`config.mk`:
```
export PLATFORM = sky130hd
export DESIGN_NAME = uart_rdata_hexfmt
export DESIGN_NICKNAME = d
export VERILOG_FILES = /design/src/rtl/uart_rdata_hexfmt.sv
export SDC_FILE = /design/constraint.sdc
export NUM_CORES = 1
export LEC_CHECK = 0
export CAP_MARGIN = 20
export CELL_PAD_IN_SITES_DETAIL_PLACEMENT = 1
export CELL_PAD_IN_SITES_GLOBAL_PLACEMENT = 1
export CORE_ASPECT_RATIO = 0.75
export CORE_MARGIN = 2
export CORE_UTILIZATION = 45
export CTS_CLUSTER_DIAMETER = 30
export DETAILED_ROUTE_END_ITERATION = 10
export GPL_TIMING_DRIVEN = 0
export MAX_ROUTING_LAYER = met4
export PLACE_DENSITY = 0.95
export SKIP_LAST_GASP = 1
export SLEW_MARGIN = 0
export SYNTH_ARGS = -nofsm -noshare
export SYNTH_HDL_FRONTEND = slang
export SYNTH_SLANG_ARGS = --single-unit
```
`constraint.sdc`:
```
create_clock -name clk -period 6.25 [get_ports clk]
set_input_delay 1.25 -clock clk [delete_from_list [all_inputs] [get_ports clk]]
set_output_delay 1.25 -clock clk [all_outputs]
set_load 0.01 [all_outputs]
```
`src/rtl/uart_rdata_hexfmt.sv`:
```
// Formats a latched 64-bit read-data word (or 32-bit PC) as uppercase ASCII hex
// plus end-of-line, and hands it byte by byte to a UART transmitter over valid/ready.
module uart_rdata_hexfmt #(
    parameter bit         EOL_CRLF = 1'b1,
    parameter logic [7:0] SEP_CHAR = 8'h20
) (
    input  logic        clk,
    input  logic        rst_n,
    input  logic        rdata_snd_start,
    input  logic [63:0] rdata_snd,
    input  logic        pc_print_sel,
    output logic [7:0]  tx_data,
    output logic        tx_valid,
    input  logic        tx_ready,
    output logic        flushing_wq,
    output logic        fmt_busy,
    output logic        start_drop
);

    typedef enum logic [2:0] {IDLE, HEX, SEP, EOL_CR, EOL_LF, DONE} state_t;

    localparam state_t     EOL_START = EOL_CRLF ? EOL_CR : EOL_LF;
    localparam logic [7:0] EOL_BYTE  = EOL_CRLF ? 8'h0D : 8'h0A;

    state_t      state_q, state_d;
    logic [63:0] shadow_q, shadow_d;
    logic        pc_mode_q, pc_mode_d;
    logic [3:0]  nib_q, nib_d;
    logic [7:0]  tx_data_q, tx_data_d;
    logic        tx_valid_q, tx_valid_d;
    logic        flushing_q, flushing_d;
    logic        start_drop_q, start_drop_d;
    logic        accept;

    function automatic logic [7:0] hex_ascii(input logic [3:0] n);
        return (n < 4'd10) ? (8'h30 + {4'h0, n}) : (8'h37 + {4'h0, n});
    endfunction

    // Counter bit 3 picks the word; low bits walk that word MS nibble first.
    function automatic logic [3:0] nibble_at(input logic [63:0] w, input logic [3:0] idx);
        logic [5:0] sh;
        sh = {idx[3], ~idx[2:0], 2'b00};
        return w[sh +: 4];
    endfunction

    assign accept = tx_valid_q & tx_ready;

    always_comb begin
        state_d      = state_q;
        shadow_d     = shadow_q;
        pc_mode_d    = pc_mode_q;
        nib_d        = nib_q;
        tx_data_d    = tx_data_q;
        tx_valid_d   = tx_valid_q;
        flushing_d   = 1'b0;
        start_drop_d = start_drop_q;

        if (rdata_snd_start) begin
            start_drop_d = (state_q != IDLE);
        end

        case (state_q)
            IDLE: begin
                tx_valid_d = 1'b0;
                if (rdata_snd_start) begin
                    shadow_d   = rdata_snd;
                    pc_mode_d  = pc_print_sel;
                    nib_d      = 4'd0;
                    state_d    = HEX;
                    tx_valid_d = 1'b1;
                    tx_data_d  = hex_ascii(rdata_snd[31:28]);
                end
            end
            HEX: begin
                if (accept) begin
                    if (nib_q == 4'd15 || (nib_q == 4'd7 && pc_mode_q)) begin
                        state_d   = EOL_START;
                        tx_data_d = EOL_BYTE;
                    end else if (nib_q == 4'd7) begin
                        state_d   = SEP;
                        tx_data_d = SEP_CHAR;
                    end else begin
                        nib_d     = nib_q + 4'd1;
                        tx_data_d = hex_ascii(nibble_at(shadow_q, nib_q + 4'd1));
                    end
                end
            end
            SEP: begin
                if (accept) begin
                    state_d   = HEX;
                    nib_d     = 4'd8;
                    tx_data_d = hex_ascii(shadow_q[63:60]);
                end
            end
            EOL_CR: begin
                if (accept) begin
                    state_d   = EOL_LF;
                    tx_data_d = 8'h0A;
                end
            end
            EOL_LF: begin
                if (accept) begin
                    state_d    = DONE;
                    tx_valid_d = 1'b0;
                    flushing_d = 1'b1;
                end
            end
            DONE: begin
                state_d    = IDLE;
                tx_valid_d = 1'b0;
            end
            default: begin
                state_d    = IDLE;
                tx_valid_d = 1'b0;
            end
        endcase
    end

    always_ff @(posedge clk or negedge rst_n) begin
        if (!rst_n) begin
            state_q      <= IDLE;
            shadow_q     <= 64'h0;
            pc_mode_q    <= 1'b0;
            nib_q        <= 4'd0;
            tx_data_q    <= 8'h00;
            tx_valid_q   <= 1'b0;
            flushing_q   <= 1'b0;
            start_drop_q <= 1'b0;
        end else begin
            state_q      <= state_d;
            shadow_q     <= shadow_d;
            pc_mode_q    <= pc_mode_d;
            nib_q        <= nib_d;
            tx_data_q    <= tx_data_d;
            tx_valid_q   <= tx_valid_d;
            flushing_q   <= flushing_d;
            start_drop_q <= start_drop_d;
        end
    end

    assign tx_data     = tx_data_q;
    assign tx_valid    = tx_valid_q;
    assign flushing_wq = flushing_q;
    assign fmt_busy    = (state_q != IDLE);
    assign start_drop  = start_drop_q;

endmodule

```
# ---- After elaboration in Yosys (flattened, before gate mapping)
# Index checks and enable logic that the tools add are counted.
# Widths: inputs -> output; s select.
dict set report classes {
  reduce_logical 12
  eq_ne 14
  n_lt_le_gt_ge 3
  addsub 7
  shift 1
  mux 29
  bitwise_logic 3
}
# op count
set op_table {}
lappend op_table {{$shiftx 64x7->4} 1}
lappend op_table {{$add 6x4->7 const A} 6}
lappend op_table {{$mux 7} 5}
lappend op_table {{$mux 8} 4}
lappend op_table {{$pmux 8 s4} 1}
lappend op_table {{$mux 3} 7}
lappend op_table {{$mux 4} 5}
lappend op_table {{$pmux 3 s5} 1}
lappend op_table {{$ne 2x2->1 const B} 7}
lappend op_table {{$lt 4x4->1 const B} 3}
lappend op_table {{$pmux 4 s3} 1}
lappend op_table {{$reduce_and 6->1} 2}
lappend op_table {{$eq 3x2->1 const B} 2}
lappend op_table {{$reduce_bool 3->1} 2}
lappend op_table {{$reduce_and 5->1} 1}
lappend op_table {{$add 4x1->4 const B} 1}
lappend op_table {{$eq 4x3->1 const B} 1}
lappend op_table {{$eq 4x4->1 const B} 1}
lappend op_table {{$mux 1} 4}
lappend op_table {{$reduce_and 2->1} 2}
lappend op_table {{$reduce_bool 4->1} 1}
lappend op_table {{$eq 3x1->1 const B} 1}
lappend op_table {{$eq 3x3->1 const B} 1}
lappend op_table {{$logic_not 3->1} 1}
lappend op_table {{8 further kinds} 8}
dict set report word_totals {
  output_inout_bits 12
  reg_bits 83
}

# ---- Logic depth before layout (Yosys ltp)
# Gate-level depths: netlist (run 1).
dict set report logic_depth {
  word_depth 9
  mapped_depth 10
  depth_no_buf 9
}

# ---- Worst setup path after synthesis (run 1)
# No wires, ideal clock.
dict set report synth_timing {
  kind {input to register}
  from {input rdata_snd_start}
  to {register tx_data_q[0], in the netlist tx_data[0]}
  setup_slack_ps 3370
  path_buffers 0
  arrival_time_ps 2811
  stages 6
  path_cell_list {or3b_1 -> a21oi_1 -> nor2_1 -> a31oi_1 -> or4b_1 -> nand3_1}
}
dict set report synth_via {
  elab_chain_cells 2
}
# item line
set synth_rtl {}
lappend synth_rtl {{from (decl)} 9} ;# input logic rdata_snd_start,
lappend synth_rtl {{$ne 2x2->1 (no source line)} --}
lappend synth_rtl {{$reduce_and 5->1 (no source line)} --}
lappend synth_rtl {{to (signal assigned)} 134} ;# tx_data_q <= tx_data_d;
lappend synth_rtl {{to (decl)} 29} ;# logic [7:0] tx_data_q, tx_data_d;
# Every way passes these cells.
# A chain may end at the register's enable or synchronous reset.

# ---- Worst setup path in the final report (run 1)
# Ends and elaborated chain as after synthesis.

==> qor.csv, run 1 <==
stage,metric,value,unit
timing,layout_setup_ws,2.66,ns
timing,report.final.setup_viol,0,
global_route,overflow,0,
run_status,status,finished clean,
timing,hold_ws,0.501,ns
clock_tree,postCtsHoldBufs,0,
logic_synthesis,synth_top_area_share,48.6,%
clock_tree,cts-root-buf,clkbuf_16,
power_and_ir_drop,p_int,1.84,mW
cells_and_area,nNetsFinal,502,
global_route,track_usage,25.6,%
timing,fin_crit,3.59,ns
cells_and_area,final_common_cell,dfrtp_1,
critical_path,reg2regPathDepth,9,
placed_design,dp_slack,2.32,ns
clock_tree,cts-buffers-inserted,9,
floorplanning,ioPinCount,81,
logic_synthesis,ys_types,52,
power_and_ir_drop,power.density,527,nW/um2
critical_path,crit_start,rdata_snd_start,
critical_path,critPathKind,input pin to flop,
placed_design,port_buffers,79,
cells_and_area,area_growth,29.9,%
clock_tree,cts_tree,built,
timing,fmax,278,MHz
power_and_ir_drop,p_leak,2.26,nW
global_route,antenna_found_initial,0,
logic_synthesis,syn-num-nets,411,
global_route,grt_max_degree,69,
floorplanning,core,9080,um2
power_and_ir_drop,power.share.switching,36.4,%
clock_tree,clock_path_buffers,2,
route,drc,0,
floorplanning,die_x,116,um
route,dr.pass1.iters,4,
floorplanning,start_util,46.5,%
clock_tree,htree_levels,3,
clock_tree,cts_resized,0,
critical_path,required,6.53,ns
route,via_count,3178,
logic_synthesis,syn_inst,338,
logic_synthesis,yosysSeqAreaShare,48.6,%
cells_and_area,final_cell_mix,"dfrtp_1 (82), clkdlybuf4s50_1 (78), mux2_2 (68)",
worst_hold_path,hold_path.class,flop to flop,
logic_synthesis,ys.flop_type,dfrtp_1,
critical_path,crit_path_start_kind,input pin,
job,maxCapViolCount,0,
logic_synthesis,synth_area,4220,um2
power_and_ir_drop,power_frac_seq,33.0,%
timing,finalHoldViolations,0,
route,drt_iter0_drc,173,
clock_tree,cts_sinks,82,
power_and_ir_drop,clock_power_share,18.0,%
placed_design,place_area,5200,um2
power_and_ir_drop,comb_power_share,48.9,%
critical_path,worst-path-max-fanout,10,
critical_path,reg2reg_to,tx_data[2],
timing,slew_headroom,46.4,%
logic_synthesis,synth.ff_latch_count,82,
global_route,grt_pass1_vias,3602,
timing,fin_skew,0.00646,ns
critical_path,endpoint_kind,flop,
timing,period_share,57.5,%
placed_design,place_congestion,0.858,
route,detail_route.wl_per_cell,20.7,um
floorplanning,dieArea,10200,um2
critical_path,r2r_start,nib_q[1],
clock_tree,clkLatencyLatePin,0.34,ns
route,vias_per_cell,5.65,
logic_synthesis,synthArstFlopShare,100,%
cells_and_area,final_area,5490,um2
power_and_ir_drop,ir_worst_vdd,0.000227,V
critical_path,rrSetupSlack,3.03,ns
clock_tree,cts_setup_buffers,0,
route,routed_wl,11600,um
clock_tree,path_clk_slew,0.06,ns
global_route,grt_pass1_wl,19000,um
cells_and_area,nFillCells,957,
cells_and_area,layout-drive-gt1-share,25.1,%
logic_synthesis,synth_edf_count,0,
power_and_ir_drop,p_switching,1.05,mW
timing,rsz0062_at_grt,false,
logic_synthesis,yosys.area.top_type,dfrtp_1,
logic_synthesis,synth_warnings,0,
route,drtAntennaViolNets,0,
power_and_ir_drop,power,2.89,mW
logic_synthesis,synth_area_leaders,"dfrtp_1 (49%), mux2_2 (18%), mux4_2 (6.9%)",
logic_synthesis,syn_avg_cell_area,12.5,um2
timing,tightest_slew,0.804,ns
critical_path,cp-endpoint,tx_data[0],
floorplanning,num_rows,30,
critical_path,arrival,3.87,ns
cells_and_area,antenna_cells,0,
floorplanning,die_h,87.9,um
timing,slew_violations,0,
placed_design,post-dp-hpwl,8660,um
timing,setup_tns,0,ns
[cell families (layout without fill, tap and decap cells)]
logic type | count (synthesis) | count (layout) | synth area share [%]
multiplexers | 98 | 98 | 29.1
flip-flops | 82 | 82 | 48.6
AND/OR/NAND/NOR | 69 | 69 | 8.06
AO/OA/AOI/OAI | 52 | 52 | 8.35
buffers and inverters | 26 | 122 | 3.23
XOR/XNOR | 6 | 6 | 1.42
adder cells (fa/ha/maj) | 4 | 4 | 1.18
other | 1 | 1 | 0.0888
[per-layer routing]
layer	track usage (%)	vias to the layer above	share of wire (%)
met1	31.9	1636	43
met2	42.6	101	50
li1	-	1425	-
met3	4.84	16	5.1
met4	8.01	0	1.7
met5	-	-	0
[cell type report]
type,count,area [um2],share of cell area [%]
sequential,82,2050,37.4
inverter,9,33.8,0.616
clock buffer,12,236,4.31
timing repair buffer,80,816,14.9
tap,128,160,2.92
clock inverter,4,51.3,0.935
multi-input combinational,230,2040,37.1
buffer,17,103,1.87
[flip-flops by register name, indices dropped and copies added, names as in the netlist]
signal       count
shadow_q        64
tx_data          7
nib_q            4
state_q          3
flushing_wq      1
pc_mode_q        1
start_drop       1
tx_valid         1
[power by group through the flow]
stage / Sequential [mW] / Combinational [mW] / Clock [mW]
2_1_floorplan: 0.907 / 1.00 / 0
3_3_place_gp: 0.935 / 1.30 / 0
3_5_place_dp: 0.962 / 1.38 / 0
4_1_cts: 0.955 / 1.41 / 0.531
5_1_grt: 0.988 / 1.53 / 0.551
6_report: 0.954 / 1.41 / 0.521
[cell usage after synthesis, types with 5 or more instances]
master    instances
inv_1             9
a21oi_1          12
o21ai_0          10
nand2_1          18
dfrtp_1          82
mux2_2           68
nand3_1           5
nor2_1           21
clkbuf_1          9
mux4_2           13
nor3_1            6
mux2i_1          17
[critical path, cell delays in order]
cell and delay (ns):
clkdlybuf4s50_1 0.58, or3b_1 0.42, a21oi_1 0.65, nor2_1 0.10, a31oi_1 0.30, or4b_1 0.48, nand3_1 0.09
[how the worst min path moves through the flow]
stage / start / depth (start not counted) / slack [ns] / end
after floorplan: shadow_q[16] / 1 / 0.48 / shadow_q[16]
after global placement: shadow_q[8] / 1 / 0.49 / shadow_q[8]
after detailed placement: start_drop / 2 / 0.49 / start_drop
after CTS: shadow_q[49] / 1 / 0.51 / shadow_q[49]
after global routing: shadow_q[37] / 1 / 0.52 / shadow_q[37]
final: start_drop / 2 / 0.50 / start_drop
[stage by stage]
| stage | instances | utilization [%] |
|---|---|---|
| floorplan | 338 | - |
| global placement | 545 | 57.0 |
| detailed placement | 546 | 57.2 |
| CTS | 562 | 60.4 |
| global route | 562 | 60.4 |
| finish | 562 | 60.4 |
(Power assumes the default switching activity.)
==> inputs of run 2 (changes only) <==
--- a/config.mk
+++ b/config.mk
@@ -10,12 +10,12 @@
 export CELL_PAD_IN_SITES_GLOBAL_PLACEMENT = 1
 export CORE_ASPECT_RATIO = 0.75
 export CORE_MARGIN = 2
-export CORE_UTILIZATION = 45
+export CORE_UTILIZATION = 38
 export CTS_CLUSTER_DIAMETER = 30
 export DETAILED_ROUTE_END_ITERATION = 10
 export GPL_TIMING_DRIVEN = 0
 export MAX_ROUTING_LAYER = met4
-export PLACE_DENSITY = 0.95
+export PLACE_DENSITY = 0.87
 export SKIP_LAST_GASP = 1
 export SLEW_MARGIN = 0
 export SYNTH_ARGS = -nofsm -noshare
==> constraint.sdc (replaced) <==
create_clock -name clk -period 3.2 [get_ports clk]
set_input_delay 0.64 -clock clk [delete_from_list [all_inputs] [get_ports clk]]
set_output_delay 0.64 -clock clk [all_outputs]
set_load 0.01 [all_outputs]
==> run 2 against run 1 <==
  * Hold slack got worse by 0.22 ns
  * Non-clock buffer count is the same
  * Design area grew 0.96%
  * Clock power grew 120%
  * Via count is 2.6% lower
  * Sequential share of layout area fell by 0.35 points
  * Largest power group unchanged
  * Die area is 18% higher
  * Register-to-register slack worse by 2.9 ns
==> qor.csv, run 2 (synthesized netlist as in run 1, its figures left out) <==
stage,metric,value,unit,change
run_status,status,finished clean,,
worst_hold_path,hold_path.class,input pin to asynchronous set/reset pin,,
route,vias_per_cell,5.39,,-4.6%
job,maxCapViolCount,0,,unchanged
critical_path,worst-path-max-fanout,10,,unchanged
clock_tree,cts_sinks,82,,unchanged
global_route,antenna_found_initial,0,,unchanged
timing,slew_violations,0,,unchanged
timing,tightest_slew,0.752,ns,-0.0519 ns
global_route,overflow,0,,unchanged
global_route,grt_max_degree,44,,-36%
route,detail_route.wl_per_cell,20.1,um,-2.9%
clock_tree,clkLatencyLatePin,0.34,ns,about the same
timing,slew_headroom,49.9,%,+3.5 points
timing,finalHoldViolations,0,,unchanged
cells_and_area,nNetsFinal,502,,unchanged
clock_tree,cts-root-buf,clkbuf_16,,
timing,fin_crit,3.09,ns,
route,via_count,3096,,-2.6%
critical_path,r2r_start,nib_q[0],,
timing,report.final.setup_viol,0,,unchanged
cells_and_area,layout-drive-gt1-share,25.6,%,+0.46 points
floorplanning,core,10900,um2,+20%
clock_tree,path_clk_slew,0.06,ns,about the same
power_and_ir_drop,power.density,1030,nW/um2,+96%
timing,layout_setup_ws,0.106,ns,-2.55 ns
cells_and_area,final_cell_mix,"dfrtp_1 (82), clkdlybuf4s50_1 (78), mux2_2 (68)",,
route,routed_wl,11500,um,-0.82%
placed_design,place_area,5210,um2,+0.14%
cells_and_area,final_common_cell,dfrtp_1,,
global_route,grt_pass1_vias,3552,,-1.4%
route,dr.pass1.iters,4,,unchanged
placed_design,place_congestion,0.822,,-4.3%
critical_path,endpoint_kind,flop,,
critical_path,crit_path_start_kind,flop,,
clock_tree,htree_levels,3,,unchanged
critical_path,arrival,3.34,ns,-0.53 ns
cells_and_area,final_area,5540,um2,+0.96%
clock_tree,cts_setup_buffers,0,,unchanged
floorplanning,dieArea,12000,um2,+18%
global_route,grt_pass1_wl,19000,um,+0.11%
floorplanning,start_util,38.8,%,-7.8 points
placed_design,post-dp-hpwl,8780,um,+1.4%
cells_and_area,antenna_cells,0,,unchanged
placed_design,dp_slack,-0.0265,ns,-2.35 ns
timing,fin_skew,0.00368,ns,-0.00278 ns
placed_design,port_buffers,79,,unchanged
critical_path,required,3.45,ns,-3.08 ns
power_and_ir_drop,p_leak,2.28,nW,+1.0%
critical_path,critPathKind,flop to flop,,
floorplanning,num_rows,33,,+10%
timing,rsz0062_at_grt,false,,
clock_tree,clock_path_buffers,2,,unchanged
clock_tree,cts-buffers-inserted,9,,unchanged
route,drtAntennaViolNets,0,,unchanged
timing,fmax,323,MHz,
floorplanning,die_h,95.3,um,+8.4%
critical_path,worstPathCellList,ha_1 -> xnor2_1 -> buf_6 -> mux4_2 -> mux2_2 -> ha_1 -> or4_1 -> o211ai_1,,
cells_and_area,area_growth,31.2,%,
timing,setup_tns,0,ns,unchanged
power_and_ir_drop,ir_worst_vdd,0.000319,V,+40%
floorplanning,die_x,126,um,+8.5%
route,drc,0,,unchanged
critical_path,critPathTopFamily,multiplexers,,
cells_and_area,largest_reg_flops,64,,unchanged
floorplanning,ioPinCount,81,,unchanged
critical_path,slowest_delay,0.56,ns,-0.09 ns
clock_tree,cts_tree,built,,
route,drt_iter0_drc,153,,-12%
critical_path,worst_path_most_repeated_cell,ha_1,,
critical_path,cp_num_buf_inv,1,,unchanged
cells_and_area,top_register,shadow_q,,
critical_path,crit_start,nib_q[0],,
clock_tree,postCtsHoldBufs,0,,unchanged
global_route,track_usage,21.3,%,-4.3 points
timing,period_share,96.7,%,
critical_path,cp_slowest_cell,mux4_2,,
-- run 2: layer usage --
metal | GRT usage (%) | wire [um] | vias to the layer above
met5 | - | 0 | -
met4 | 4.49 | 136 | 0
met3 | 5.39 | 494 | 14
met2 | 36.4 | 5740 | 78
met1 | 25.9 | 5150 | 1585
li1 | - | - | 1419
-- run 2: report_power, final --
| group | switching (mW) | total, mW | internal [mW] |
|---|---|---|---|
| logic | 1.28 | 2.73 | 1.45 |
| registers | 0.317 | 1.86 | 1.54 |
| clock network | 0.415 | 1.14 | 0.726 |
-- run 2: final cells by class --
cell class / instances / area [um2]
flip-flops and latches: 82 / 2050
fillers: 1150 / 5360
clock buffers: 12 / 256
well taps: 140 / 175
repair buffers: 80 / 808
plain buffers: 17 / 105
inverters: 9 / 33.8
clock inverters: 4 / 73.8
multi-input cells: 230 / 2040
-- run 2: path summary, 6_finish.rpt --
path	endpoint	slack, ns	cells past startpoint
setup / recovery	tx_data[2]	0.11	8
hold / removal	shadow_q[24]	0.28	1
setup reg to reg	tx_data[2]	0.11	8
hold reg to reg	start_drop	0.50	2
max in group asynchronous	shadow_q[37]	2.30	2
min in group clk	start_drop	0.50	2
-- run 2: timing repair --
action,in CTS,in global routing
gates resized for setup,1,1
pin swaps,0,0
hold endpoints to repair,0,0
endpoints found under the setup margin,1,2
-- run 2: stage by stage --
stage          hold slack, ns  cells  util (%)  power (mW)
5_1_grt                 0.317    574      50.8        6.11
3_5_place_dp            0.495    558      47.8        4.59
4_1_cts                 0.298    574      50.8        5.77
2_1_floorplan           0.344    338         -        3.73
6_report                0.277    574      50.8        5.73
3_3_place_gp            0.481    557      47.6        4.40
